$ cat src/rtl/serial_shift_unit_if.sv
`default_nettype none
// ============================================================================
//  Module      : serial_shift_unit_if
//  Description : SPI-slave pin bundle for serial_shift_unit (select, data, enable, busy).
//  Revision    : 1.0  initial release
// ============================================================================
interface serial_shift_unit_if;
   logic i_nss;
   logic i_mosi;
   logic o_miso;
   logic o_miso_oe;
   logic o_busy;

   modport slave  (input  i_nss, i_mosi, output o_miso, o_miso_oe, o_busy);
   modport master (output i_nss, i_mosi, input  o_miso, o_miso_oe, o_busy);
endinterface
`default_nettype wire

$ cat src/rtl/serial_shift_unit.sv
`default_nettype none
// ============================================================================
//  Module      : serial_shift_unit
//  Description : SPI-slave shift/rotate coprocessor; serial request in, one-cycle
//                op, serial result out. Optional macro SHIFT_STATUS_BIT_EN appends
//                an illegal-opcode status bit after the result.
//  Revision    : 1.0  initial release
// ============================================================================
module serial_shift_unit #(
   parameter int DATA_WIDTH = 8
) (
   input  wire logic          i_clock,
   input  wire logic          i_reset,
   serial_shift_unit_if.slave bus
);
   localparam int SHAMT_WIDTH = $clog2(DATA_WIDTH);
   localparam int PACKET_BITS = 3 + DATA_WIDTH + SHAMT_WIDTH;
   localparam int CNT_WIDTH   = $clog2(PACKET_BITS + 1);
`ifdef SHIFT_STATUS_BIT_EN
   localparam int TX_BITS     = DATA_WIDTH + 1;
`else
   localparam int TX_BITS     = DATA_WIDTH;
`endif
   localparam logic [CNT_WIDTH-1:0] c_RX_LAST = CNT_WIDTH'(PACKET_BITS - 1);
   localparam logic [CNT_WIDTH-1:0] c_TX_LAST = CNT_WIDTH'(TX_BITS - 1);
   localparam logic [CNT_WIDTH-1:0] c_CNT_ONE = CNT_WIDTH'(1);

   typedef enum logic [2:0] {
      S_IDLE     = 3'd0,
      S_RECEIVE  = 3'd1,
      S_OPERATE  = 3'd2,
      S_READY    = 3'd3,
      S_TRANSMIT = 3'd4
   } state_t;

   state_t                   r_state;
   state_t                   w_next;
   logic [CNT_WIDTH-1:0]     r_cnt;
   logic [PACKET_BITS-1:0]   r_packet;
   logic [DATA_WIDTH-1:0]    r_result;
   logic [TX_BITS-1:0]       r_txsh;
   logic                     w_miso;
   logic                     w_busy;

   logic [2:0]               w_opcode;
   logic [DATA_WIDTH-1:0]    w_operand;
   logic [SHAMT_WIDTH-1:0]   w_shamt;
   logic [DATA_WIDTH-1:0]    w_rol;
   logic [DATA_WIDTH-1:0]    w_ror;
   logic [DATA_WIDTH-1:0]    w_result;
   logic                     w_illegal;

   assign w_opcode  = r_packet[2:0];
   assign w_operand = r_packet[DATA_WIDTH+2:3];
   assign w_shamt   = r_packet[PACKET_BITS-1:PACKET_BITS-SHAMT_WIDTH];

   // Index arithmetic wraps mod DATA_WIDTH, so shamt=0 needs no special case.
   always_comb begin
      w_rol = '0;
      w_ror = '0;
      for (int i = 0; i < DATA_WIDTH; i++) begin
         w_rol[i] = w_operand[SHAMT_WIDTH'(i) - w_shamt];
         w_ror[i] = w_operand[SHAMT_WIDTH'(i) + w_shamt];
      end
   end

   always_comb begin
      w_result  = '0;
      w_illegal = 1'b0;
      case (w_opcode)
         3'b000:  w_result = w_operand << w_shamt;
         3'b001:  w_result = w_operand >> w_shamt;
         3'b010:  w_result = DATA_WIDTH'($signed(w_operand) >>> w_shamt);
         3'b011:  w_result = w_rol;
         3'b100:  w_result = w_ror;
         default: w_illegal = 1'b1;
      endcase
   end

   always_ff @(posedge i_clock or negedge i_reset) begin
      if (!i_reset) r_state <= S_IDLE;
      else          r_state <= w_next;
   end

   always_comb begin
      w_next = r_state;
      w_miso = 1'b0;
      w_busy = 1'b0;
      case (r_state)
         S_IDLE: begin
            if (!bus.i_nss && bus.i_mosi) w_next = S_RECEIVE;
         end
         S_RECEIVE: begin
            w_busy = 1'b1;
            if (bus.i_nss)               w_next = S_IDLE;
            else if (r_cnt == c_RX_LAST) w_next = S_OPERATE;
         end
         S_OPERATE: begin
            w_busy = 1'b1;
            w_next = S_READY;
         end
         S_READY: begin
            w_miso = 1'b1;
            if (!bus.i_nss && !bus.i_mosi) w_next = S_TRANSMIT;
         end
         S_TRANSMIT: begin
            w_busy = 1'b1;
            w_miso = r_txsh[0];
            if (bus.i_nss)               w_next = S_IDLE;
            else if (r_cnt == c_TX_LAST) w_next = S_IDLE;
         end
         default: w_next = S_IDLE;
      endcase
   end

   assign bus.o_miso    = w_miso & ~bus.i_nss;
   assign bus.o_miso_oe = ~bus.i_nss;
   assign bus.o_busy    = w_busy;

`ifdef SHIFT_STATUS_BIT_EN
   logic r_illegal;
   always_ff @(posedge i_clock or negedge i_reset) begin
      if (!i_reset)                 r_illegal <= 1'b0;
      else if (r_state == S_OPERATE) r_illegal <= w_illegal;
   end
`else
   logic w_illegal_unused;
   assign w_illegal_unused = w_illegal;
`endif

   // Packet arrives LSB first, so shifting in from the top leaves bit 0 at r_packet[0].
   always_ff @(posedge i_clock or negedge i_reset) begin
      if (!i_reset) begin
         r_cnt    <= '0;
         r_packet <= '0;
         r_result <= '0;
         r_txsh   <= '0;
      end else begin
         case (r_state)
            S_RECEIVE: begin
               if (bus.i_nss) begin
                  r_cnt <= '0;
               end else begin
                  r_packet <= {bus.i_mosi, r_packet[PACKET_BITS-1:1]};
                  r_cnt    <= (r_cnt == c_RX_LAST) ? '0 : r_cnt + c_CNT_ONE;
               end
            end
            S_OPERATE: begin
               r_result <= w_result;
               r_cnt    <= '0;
            end
            S_READY: begin
               r_cnt <= '0;
`ifdef SHIFT_STATUS_BIT_EN
               r_txsh <= {r_illegal, r_result};
`else
               r_txsh <= r_result;
`endif
            end
            S_TRANSMIT: begin
               if (bus.i_nss || r_cnt == c_TX_LAST) begin
                  r_cnt <= '0;
               end else begin
                  r_cnt  <= r_cnt + c_CNT_ONE;
                  r_txsh <= r_txsh >> 1;
               end
            end
            default: r_cnt <= '0;
         endcase
      end
   end
endmodule
`default_nettype wire

$ cat src/flat_wrapper.sv
// flat-port wrapper written by rule: the top's interface ports become plain ports
module serial_shift_unit_flat 
#(
   parameter int DATA_WIDTH = 8
)
  (i_clock, i_reset, bus_i_nss, bus_i_mosi, bus_o_miso, bus_o_miso_oe, bus_o_busy);
  serial_shift_unit_if bus_i ();
  input  wire logic i_clock;
  input  wire logic i_reset;
  input wire logic [$bits(bus_i.i_nss)-1:0] bus_i_nss;
  input wire logic [$bits(bus_i.i_mosi)-1:0] bus_i_mosi;
  output wire logic [$bits(bus_i.o_miso)-1:0] bus_o_miso;
  output wire logic [$bits(bus_i.o_miso_oe)-1:0] bus_o_miso_oe;
  output wire logic [$bits(bus_i.o_busy)-1:0] bus_o_busy;
  assign bus_i.i_nss = bus_i_nss;
  assign bus_i.i_mosi = bus_i_mosi;
  assign bus_o_miso = bus_i.o_miso;
  assign bus_o_miso_oe = bus_i.o_miso_oe;
  assign bus_o_busy = bus_i.o_busy;
  serial_shift_unit #(.DATA_WIDTH(DATA_WIDTH)) u_core (.i_clock(i_clock), .i_reset(i_reset), .bus(bus_i));
endmodule
$ cat config.mk
export PLATFORM = sky130hd
export DESIGN_NAME = serial_shift_unit_flat
export DESIGN_NICKNAME = d
export VERILOG_FILES = /design/src/rtl/serial_shift_unit_if.sv /design/src/rtl/serial_shift_unit.sv /design/src/flat_wrapper.sv
export SDC_FILE = /design/constraint.sdc
export NUM_CORES = 1
export LEC_CHECK = 0
export CAP_MARGIN = 40
export CORE_ASPECT_RATIO = 1.75
export CORE_MARGIN = 2
export CORE_UTILIZATION = 35
export DETAILED_ROUTE_END_ITERATION = 12
export HOLD_SLACK_MARGIN = 0.1
export PLACE_DENSITY = 0.51
export RECOVER_POWER = 50
export REMOVE_ABC_BUFFERS = 1
export SKIP_LAST_GASP = 1
export SLEW_MARGIN = 25
export SYNTH_ARGS = -nofsm -noshare
export SYNTH_HDL_FRONTEND = slang
export SYNTH_SLANG_ARGS = --single-unit
$ cat constraint.sdc
create_clock -name i_clock -period 3.15 [get_ports i_clock]
set_input_delay 0.4725 -clock i_clock [delete_from_list [all_inputs] [get_ports i_clock]]
set_output_delay 0.4725 -clock i_clock [all_outputs]
set_load 0.01 [all_outputs]
* After elaboration in Yosys (flattened, before gate mapping) *
Index checks and enable logic that the tools add are counted.
Widths: inputs -> output; s select.

storage, ports and cells
  register bits after elaboration = 37
  output and inout port bits = 3

cells by class
  add/subtract/negate cells = 16
  magnitude comparators = 16
  equality and inequality tests = 15
  shift operators = 3
  multiplexer cells = 48
  bitwise logic cells = 2
  reductions and logical operators = 12

operator list
  operator             number
  $lt 3x4->1 const B   16
  $bmux 1 s3           16
  $pmux 8 s5           1
  $mux 3               6
  $mux 1               17
  $pmux 8 s2           1
  $pmux 3 s5           1
  $add 3x3->3 const A  4
  $eq 3x2->1 const B   4
  $mux 4               3
  $sub 3x3->3 const A  4
  $mux 8               1
  $pmux 4 s2           1
  $shl 8x3->8          1
  $shr 8x3->8          1
  $sshr 8x3->8         1
  $add 2x3->3 const A  2
  $eq 3x1->1 const B   2
  $eq 3x3->1 const B   2
  $logic_not 3->1      2
  $ne 3x2->1 const B   2
  $sub 1x3->3 const A  2
  $sub 2x3->3 const A  2
  $add 4x1->4 const B  1
  other kinds (15)     19

* Logic depth before layout (Yosys ltp) *
Gate-level depths: netlist (run 1).

  depth in word-level cells = 4
  depth in mapped cells = 11
  gate-level depth less buffers = 7

* Worst setup path before layout (run 1) *
No wires, ideal clock.

  kind = register -> register
  start point = register u_core.r_packet[11]
  end point = register u_core.r_result[4]
  setup time = 0.129 ns
  arrival = 2.742 ns
  data required time = 3.021 ns
  path slack = 0.280 ns
  stages on the path, launching flop included = 12
  path buffers = 4
  clock period less this slack = 2.870 ns
  path through = dfrtp_1 > buf_2 > buf_2 > buf_2 > inv_2 > ha_1 > clkbuf_1 > mux4_2 > mux2i_1 > o22ai_1 > a221oi_1 > o21ai_1

between the ends
  word-level cells in the longest chain between the ends = 4

RTL lines
  element                                            line                                              source
  from (decl)                                        serial_shift_unit.sv:39                           logic [PACKET_BITS-1:0] r_packet;
  from (signal assigned)                             serial_shift_unit.sv:144                          r_packet <= {bus.i_mosi, r_packet[PACKET_BITS-1:1]};
  $add 3x3->3 / $sub 3x3->3 (equally long branches)  serial_shift_unit.sv:63, serial_shift_unit.sv:62
  $bmux 1 s3 (on tied branches)                      serial_shift_unit.sv:63, serial_shift_unit.sv:62
  $mux 1 (on tied branches)                          serial_shift_unit.sv:63, serial_shift_unit.sv:62
  $pmux 8 s5 *                                       serial_shift_unit.sv:70                           case (w_opcode)
  to (signal assigned)                               serial_shift_unit.sv:149                          r_result <= w_result;
  to (decl)                                          serial_shift_unit.sv:40                           logic [DATA_WIDTH-1:0] r_result;

Every way passes the cells marked *; elsewhere a longest branch is shown, timed or not. The select of a mux whose other input is x is not followed.
A chain may end at the register's enable or synchronous reset.

* Final worst setup path (run 1) *
  start point = register u_core.r_state[2]
  end point = output bus_o_miso

between the ends
  word-level cells in the longest chain between the ends = 3

RTL lines
  element                                          line                      source
  from (decl)                                      serial_shift_unit.sv:36   state_t r_state;
  from (signal assigned)                           serial_shift_unit.sv:82   else r_state <= w_next;
  $eq 3x3->1 / $eq 3x2->1 (equally long branches)  serial_shift_unit.sv:89   case (r_state)
  $pmux 1 s2 *                                     serial_shift_unit.sv:89
  $and 1x1->1 *                                    serial_shift_unit.sv:116  assign bus.o_miso = w_miso & ~bus.i_nss;
  to (decl)                                        flat_wrapper.sv:12        output wire logic [$bits(bus_i.o_miso)-1:0] bus_o_miso;

Every way passes the cells marked *; elsewhere a longest branch is shown, timed or not.

==> impl_metrics.py, run 1 <==
metrics = {
    "status": {
        "outcome": "completed",
    },
    "routing": {
        "vias_per_cell": 5.760,
        "ant_nets": 0,
        "post_drt_wl_per_cell_um": 18.33,
        "drt_iter0_drc": 99,
        "drt_wl_total_mm": 7.168,
        "vias": 2252,
        "drcViolationCount": 0,
        "first_pass_iters": 4,
    },
    "critical_path": {
        "startpoint_type": "flip-flop",
        "crit_path_max_fanout": 10,
        "setup.worst_path.end_class": "primary output",
        "worstPathArrival_ps": 2100,
        "r2r-end": "u_core.r_result[4]",
        "ff2ff_setup_slack_ps": 840,
        "worstSetupPathType": "flip-flop to primary output",
        "critical_path_required_ps": 2680,
        "reg2reg_depth": 7,
        "rr_startpoint": "u_core.r_packet[12]",
    },
    "global_routing": {
        "antenna_found_initial": 0,
        "grt_max_degree": 36,
        "grt_pass1_vias": 2305,
        "overflow": 0,
        "grt_pass1_wl_mm": 12.13,
        "grtUsageTotal_pct": 16.83,
    },
    "yosys": {
        "ys_async_sr_fraction_pct": 100.0,
        "synth_top_family_by_area": "multiplexers",
        "syn_avg_cell_area_um2": 10.56,
        "synthCells": 284,
        "synth_edf_count": 0,
        "syn_area_um2": 2999,
        "ys_seq_elements": 37,
        "synthAdderAreaFrac_pct": 1.669,
        "netlist-cell-type-count": 54,
        "yosys.area_share.xor_xnor_pct": 2.044,
        "synth_mux_area_share_pct": 33.25,
        "synthSimpleGateAreaFrac_pct": 11.81,
        "synth-compound-area-share_pct": 14.60,
        "synth_flop_cell": "dfrtp_1",
        "yosysWarnings": 0,
        "yosysSeqAreaShare_pct": 30.87,
    },
    "pwr": {
        "ir_worst_vdd_uv": 345.5,
        "p_leak_nw": 1.311,
        "power_density_nw_per_um2": 1140,
    },
    "cts": {
        "cts_root_buffer": "clkbuf_16",
        "tritoncts": "yes",
        "clk_latency_ps": 280,
        "htree_levels": 2,
        "ctsHoldBuffers": 0,
        "clkSlewWorstSetupHoldPaths_ps": 60,
        "cts_setup_buffers": 0,
        "cts_buffer_depth": 2,
        "numCtsBuffers": 5,
        "cts.sinks": 37,
        "post_cts_resized": 0,
    },
    "sta": {
        "worstMarginPinSlew_ps": 1090,
        "finalSetupViolations": 0,
        "min_period_ps": 2570,
        "setup_tns_ps": 0,
        "timing.fmax_mhz": 389.1,
        "rsz0062_at_grt": "false",
        "final_hold_viol_count": 0,
        "period_share_pct": 81.58,
        "relSlewSlack_pct": 27.33,
        "clock_skew_ps": 5.618,
        "maxSlewViolCount": 0,
    },
    "finish": {
        "final_util_pct": 39.64,
        "diodes": 0,
        "layout_commonest_cell": "dfrtp_1",
        "layout_common_cells": "dfrtp_1 (37), mux2_2 (24), mux2i_1 (19)",
        "drive_gt1_share_pct": 26.09,
        "layout.nets": 283,
        "syn_to_final_growth_pct": 9.887,
    },
    "floorplan": {
        "die_h_um": 126.5,
        "ios": 7,
        "core-area_um2": 8313,
        "die-width_um": 73.98,
        "dieArea_um2": 9355,
        "rows": 44,
        "start_util_pct": 36.08,
    },
    "placement": {
        "place_congestion": 0.7772,
        "dp_hpwl_mm": 5.227,
        "io_buffer_count": 6,
    },
    "flow_run": {
        "maxCapViolCount": 0,
    },
    "worst_hold_path": {
        "hold_class": "input pin to asynchronous set/reset pin",
    },
}
[worst max path at each step]
stage                          to  cells past startpoint           startpoint  slack, ps
2_1_floorplan  u_core.r_result[4]                      7  u_core.r_packet[11]        240
3_3_place_gp     u_core.r_txsh[6]                      6            bus_i_nss        480
3_5_place_dp     u_core.r_txsh[6]                      6            bus_i_nss        410
4_1_cts                bus_o_miso                      5    u_core.r_state[2]        550
5_1_grt                bus_o_miso                      5    u_core.r_state[2]        480
6_report               bus_o_miso                      5    u_core.r_state[2]        580
[routing by layer]
| layer | track usage (%) | wire, um |
|---|---|---|
| met1 | 18.36 | 2703 |
| met2 | 30.09 | 4042 |
| met3 | 2.939 | 193 |
| met4 | 8.342 | 229 |
| met5 | 0 | 0 |
[power by group]
part | switching (mW) | internal, mW
sequential | 0.386 | 0.650
clock | 0.192 | 0.395
combinational | 1.02 | 1.12
total | 1.60 | 2.16
[state kept, by name, summed over array words and instances, names as in the netlist]
name / count
u_core.r_cnt: 4
u_core.r_packet: 14
u_core.r_result: 8
u_core.r_txsh: 8
u_core.r_state: 3
[cell families after synthesis]
| kind of cell | Yosys count |
|---|---|
| muxes | 70 |
| and+or+nand+nor | 66 |
| AOI/OAI and AO/OA | 62 |
| buffers and inverters | 38 |
| DFF | 37 |
| xor gates and xnor gates | 7 |
| adders and majority gates | 4 |
[worst max-delay path, stage by stage (launching register included)]
cell             delay (ps)
dfrtp_1                 610
nor3b_2                 230
buf_4                   190
a22oi_1                 130
nor2_1                  110
clkdlybuf4s50_1         540
[metrics by stage]
stage	worst slack [ps]	total power, mW	instances	instance area (um2)	hold slack, ps
floorplan	236.4	2.600	255	2860	176.9
global placement	482.9	3.131	381	3105	469.9
detailed placement	413.3	3.155	382	3133	449.0
CTS	545.4	3.763	390	3306	144.7
global route	477.4	4.071	391	3296	393.8
finish	580.1	3.757	391	3296	314.5
[cell type report]
class | count | area [um2]
timing repair buffer | 13 | 110.1
tap | 115 | 143.9
sequential | 37 | 925.9
inverter | 9 | 33.78
clock inverter | 1 | 30.03
clock buffer | 7 | 142.6
fill | 823 | 5017
multi-input combinational | 209 | 1909
[cell usage after synthesis, types with 9 or more instances]
cell	count	area, um2
dfrtp_1	37	925.9
clkbuf_1	16	60.06
nand2_1	18	67.56
nor2_1	16	60.06
o21ai_0	9	45.04
a21oi_1	17	85.08
mux2i_1	19	190.2
mux4_2	18	405.4
mux2_2	24	270.3
buf_2	9	45.04
nor3_1	9	45.04
Power figures use the tool's default switching activity.
==> run 2: changes to the inputs <==
- clock period: 3.15 -> 2.55 ns (I/O delays scaled with it)
==> run 2 against run 1 <==
First-iteration DRC count rose by 10%. Critical endpoint is now bus_o_busy. Critical path depth is 1 lower. Sequential power up 25%.
==> impl_metrics.py, run 2 (same netlist as run 1, synthesis figures left out) <==
metrics = {
    "finish": {
        "drive_gt1_share_pct": 27.40,
        "regMostFlops": "u_core.r_packet",
        "layout.nets": 288,
        "reg.largest.list": "u_core.r_packet (14), u_core.r_result (8), u_core.r_txsh (8)",
        "design_area_um2": 3308,
        "regArea_um2": 925.9,
        "layout_common_cells": "dfrtp_1 (37), mux2_2 (24), mux2i_1 (19)",
        "diodes": 0,
        "layout_commonest_cell": "dfrtp_1",
        "syn_to_final_growth_pct": 10.30,
        "layoutNonFillerInstCount": 396,
        "n_fill_cell": 807,
        "largest_reg_flops": 14,
        "multi_input_area_um2": 1909,
    },
    "cts": {
        "clkSlewWorstSetupHoldPaths_ps": 60,
        "cts_setup_buffers": 0,
        "tritoncts": "yes",
        "cts_root_buffer": "clkbuf_16",
        "clk_latency_ps": 280,
        "post_cts_resized": 0,
        "htree_levels": 2,
        "cts_buffer_depth": 2,
        "cts.sinks": 37,
        "numCtsBuffers": 5,
    },
    "critical_path": {
        "worstSetupStartpoint": "u_core.r_state[0]",
        "crit_path_max_fanout": 9,
        "worstSetupPathType": "flip-flop to primary output",
        "startpoint_type": "flip-flop",
        "worstPathArrival_ps": 1940,
        "setup.worst_path.end_class": "primary output",
        "rr_startpoint": "u_core.r_packet[11]",
        "critical_path_required_ps": 2170,
    },
    "routing": {
        "drt_iter0_drc": 109,
        "ant_nets": 0,
        "drt_wl_total_mm": 7.109,
        "vias_per_cell": 5.497,
        "post_drt_wl_per_cell_um": 17.95,
        "vias": 2177,
        "first_pass_iters": 4,
        "drcViolationCount": 0,
    },
    "sta": {
        "period_share_pct": 91.06,
        "clock_skew_ps": 4.281,
        "final_hold_viol_count": 0,
        "relSlewSlack_pct": 49.98,
        "maxSlewViolCount": 0,
        "worstMarginPinSlew_ps": 750.2,
        "rsz0062_at_grt": "false",
        "finalSetupViolations": 0,
        "setup_tns_ps": 0,
        "timing.fmax_mhz": 430.7,
        "min_period_ps": 2322,
    },
    "pwr": {
        "ir_worst_vdd_uv": 390.4,
        "p_leak_nw": 1.325,
        "power_density_nw_per_um2": 1383,
        "power_mw": 4.576,
    },
    "placement": {
        "dpl.cell_count": 386,
        "place_congestion": 0.8178,
        "io_buffer_count": 6,
        "place_area_um2": 3156,
        "dp_hpwl_mm": 5.146,
    },
    "floorplan": {
        "dieArea_um2": 9355,
        "core-area_um2": 8313,
        "ios": 7,
        "die-width_um": 73.98,
        "rows": 44,
        "die_h_um": 126.5,
        "start_util_pct": 36.08,
    },
    "worst_hold_path": {
        "min_from": "u_core.r_result[2]",
        "hold_class": "flip-flop to flip-flop",
    },
    "global_routing": {
        "grt_pass1_vias": 2248,
        "grt_max_degree": 38,
        "antenna_found_initial": 0,
        "overflow": 0,
        "grt_pass1_wl_mm": 11.90,
        "grtUsageTotal_pct": 16.72,
    },
    "status": {
        "outcome": "completed",
    },
    "flow_run": {
        "maxCapViolCount": 0,
    },
}
run 2: cell types whose count changed in the layout (fill, tap and decap cells not counted), sizes merged:
cell           change
buf                +4
clkinv             +2
bufinv             -1
clkbuf             -1
clkdlybuf4s50      +1
run 2: worst paths after layout:
check,slack [ps],to,cells after the start
setup / recovery,230,bus_o_busy,4
hold / removal,480,u_core.r_result[2],2
setup reg to reg,350,u_core.r_result[4],7
hold reg to reg,480,u_core.r_result[2],2
max in group asynchronous,910,u_core.r_txsh[7],3
min in group asynchronous,550,u_core.r_cnt[3],2
run 2: what timing repair did:
| item | in CTS | in global routing |
|---|---|---|
| endpoints found under the setup margin | 0 | 0 |
| hold buffers | 0 | 1 |
| endpoints found under the hold margin | 0 | 8 |
run 2: area by class of cell:
type	instances	share of cell area [%]
multi-input cells	209	57.72
flip-flops and latches	37	27.99
repair buffers	18	4.728
well taps	115	4.349
clock buffers	6	3.896
inverters	9	1.021
clock inverters	2	0.3026
run 2: metrics by stage:
| stage | hold slack (ps) | worst slack [ps] | util [%] |
|---|---|---|---|
| final | 479.6 | 228.1 | 39.80 |
| after detailed placement | 477.7 | 139.9 | 37.96 |
| after global placement | 470.3 | 170.8 | 37.96 |
| after global routing | 501.8 | 95.34 | 39.80 |
| after floorplan | 86.91 | -363.6 | - |
| after CTS | 238.4 | 188.7 | 39.63 |
run 2: worst max-delay path, stage by stage, from the launching register on:
cell and delay [ps]:
dfrtp_1 640, xor2_1 180, nand2b_1 180, nand2_1 120, clkdlybuf4s50_1 530
run 2: power breakdown:
part	internal, mW	switching (mW)
Sequential	0.802	0.501
Combinational	1.43	1.25
Clock	0.359	0.242
run 2: routing by layer:
| layer | routed length (um) | GRT usage [%] |
|---|---|---|
| met5 | 0 | 0 |
| met3 | 166 | 2.462 |
| met2 | 3938 | 29.88 |
| met4 | 231 | 8.235 |
| met1 | 2772 | 18.57 |
==> run 3: changes to the inputs <==
- CAP_MARGIN: 40 -> default
==> run 3 against run 2 <==
Via count decreased by 0.55%. The flow now finishes with violations (max-capacitance violations, max-slew violations). Die area unchanged. Critical path depth unchanged. Sequential share of layout area increased by 0.13 points. Routed wire length decreased by 0.76%. Cell count decreased by 0.51%. Flip-flop and latch count unchanged. Total power decreased by 0.10%. Register-to-register slack about the same.
==> impl_metrics.py, run 3 (same netlist as run 1, synthesis figures left out) <==
metrics = {
    "cts": {
        "tritoncts": "yes",
        "cts_root_buffer": "clkbuf_16",
        "clkSlewWorstSetupHoldPaths_ps": 60,
        "htree_levels": 2,
        "cts_buffer_depth": 2,
        "numCtsBuffers": 5,
        "clk_latency_ps": 280,
        "cts.sinks": 37,
        "cts_setup_buffers": 0,
        "post_cts_resized": 0,
        "ctsHoldBuffers": 0,
    },
    "global_routing": {
        "grt_pass1_wl_mm": 11.90,
        "antenna_found_initial": 0,
        "grtUsageTotal_pct": 16.72,
        "overflow": 0,
        "grt_pass1_vias": 2248,
        "grt_max_degree": 38,
    },
    "sta": {
        "min_period_ps": 2322,
        "rsz0062_at_grt": "false",
        "period_share_pct": 91.06,
        "finalSetupViolations": 0,
        "relSlewSlack_pct": -33.66,
        "final_hold_viol_count": 0,
        "maxSlewViolCount": 38,
        "clock_skew_ps": 3.561,
        "hold_slack_ps": 479.6,
        "timing.fmax_mhz": 430.6,
        "setup_tns_ps": 0,
        "worstMarginPinSlew_ps": 2005,
    },
    "critical_path": {
        "worstPathArrival_ps": 1940,
        "critPathMaxStageDelay_ps": 640,
        "cpMaxStageDelayCell": "dfrtp_1",
        "setup.worst_path.end_class": "primary output",
        "crit_chain": "xor2_1 -> nand2b_1 -> nand2_1 -> clkdlybuf4s50_1",
        "crit_path_max_fanout": 9,
        "critical_path_required_ps": 2170,
        "startpoint_type": "flip-flop",
        "worstSetupPathType": "flip-flop to primary output",
    },
    "worst_hold_path": {
        "hold_class": "flip-flop to flip-flop",
    },
    "finish": {
        "syn_to_final_growth_pct": 9.804,
        "largest_reg_flops": 14,
        "n_fill_cell": 807,
        "layout_commonest_cell": "dfrtp_1",
        "regMostFlops": "u_core.r_packet",
        "layoutNonFillerInstCount": 394,
        "regArea_um2": 925.9,
        "multi_input_area_um2": 1909,
        "layout_common_cells": "dfrtp_1 (37), mux2_2 (24), mux2i_1 (19)",
        "reg.largest.list": "u_core.r_packet (14), u_core.r_result (8), u_core.r_txsh (8)",
        "drive_gt1_share_pct": 27.24,
        "diodes": 0,
        "layout.nets": 286,
    },
    "placement": {
        "dpl.cell_count": 386,
        "io_buffer_count": 6,
        "dp_hpwl_mm": 5.146,
        "place_congestion": 0.8178,
    },
    "pwr": {
        "p_clk_share_pct": 13.1,
        "internal_power_mw": 2.586,
        "p_seq_share_pct": 28.5,
        "switchingPower_mw": 1.985,
        "swShare_pct": 43.43,
        "power_density_nw_per_um2": 1388,
        "p_leak_nw": 1.317,
        "power_mw": 4.571,
        "ir_worst_vdd_uv": 391.3,
        "combPwrFrac_pct": 58.4,
    },
    "routing": {
        "first_pass_iters": 4,
        "m1WireLength_mm": 2.768,
        "vias": 2165,
        "met3_length_um": 162,
        "vias_per_cell": 5.495,
        "ant_nets": 0,
        "post_drt_wl_per_cell_um": 17.91,
        "drt_wl_total_mm": 7.055,
        "drcViolationCount": 0,
        "met2_length_mm": 3.959,
        "top_layer": "met4",
        "drt_iter0_drc": 88,
    },
    "status": {
        "outcome": "finished, violations left",
        "violations": "max-capacitance violations, max-slew violations",
    },
    "floorplan": {
        "start_util_pct": 36.08,
        "ios": 7,
        "die_h_um": 126.5,
        "dieArea_um2": 9355,
        "die-width_um": 73.98,
        "rows": 44,
        "core-area_um2": 8313,
    },
    "flow_run": {
        "maxCapViolCount": 1,
    },
}
[run 3: critical path: cells and delay by family, from the launching register on]
kind          cells  cell delay, ps
flops             1             640
buf+inv           1             530
simple gates      2             300
xor+xnor          1             180
[run 3: per-layer routing]
| metal | GRT usage [%] | vias to the layer above |
|---|---|---|
| li1 | - | 1045 |
| met1 | 18.57 | 1077 |
| met2 | 29.88 | 33 |
| met3 | 2.462 | 10 |
| met4 | 8.235 | 0 |
| met5 | 0 | - |
[run 3: layout make-up]
type                       instances  share of cell area (%)
clock inverter                     2                  0.3040
timing repair buffer              16                   4.293
sequential                        37                   28.12
multi-input combinational        209                   57.98
tap                              115                   4.369
inverter                           9                   1.026
clock buffer                       6                   3.913
[run 3: per-stage QoR]
step	setup WS [ps]	cell area (um2)	util, %
6_report	227.9	3293	39.61
5_1_grt	95.34	3293	39.61
4_1_cts	188.7	3294	39.63
3_5_place_dp	139.9	3156	37.96
3_3_place_gp	170.8	3156	37.96
2_1_floorplan	-363.6	2860	-
[run 3: power groups by stage]
stage | Clock, mW | Sequential [mW] | Combinational (mW)
2_1_floorplan | 0 | 1.23 | 1.98
3_3_place_gp | 0 | 1.31 | 2.65
3_5_place_dp | 0 | 1.31 | 2.68
4_1_cts | 0.613 | 1.30 | 2.69
5_1_grt | 0.643 | 1.35 | 2.95
6_report | 0.598 | 1.30 | 2.67
[run 3: worst paths after layout]
kind / start / end / slack (ps) / depth (start not counted)
setup / recovery: u_core.r_state[0] / bus_o_busy / 230 / 4
hold / removal: u_core.r_result[2] / u_core.r_result[2] / 480 / 2
setup reg to reg: u_core.r_packet[11] / u_core.r_result[4] / 360 / 7
hold reg to reg: u_core.r_result[2] / u_core.r_result[2] / 480 / 2
max in group asynchronous: i_reset / u_core.r_txsh[7] / 730 / 1
min in group asynchronous: i_reset / u_core.r_cnt[3] / 660 / 1
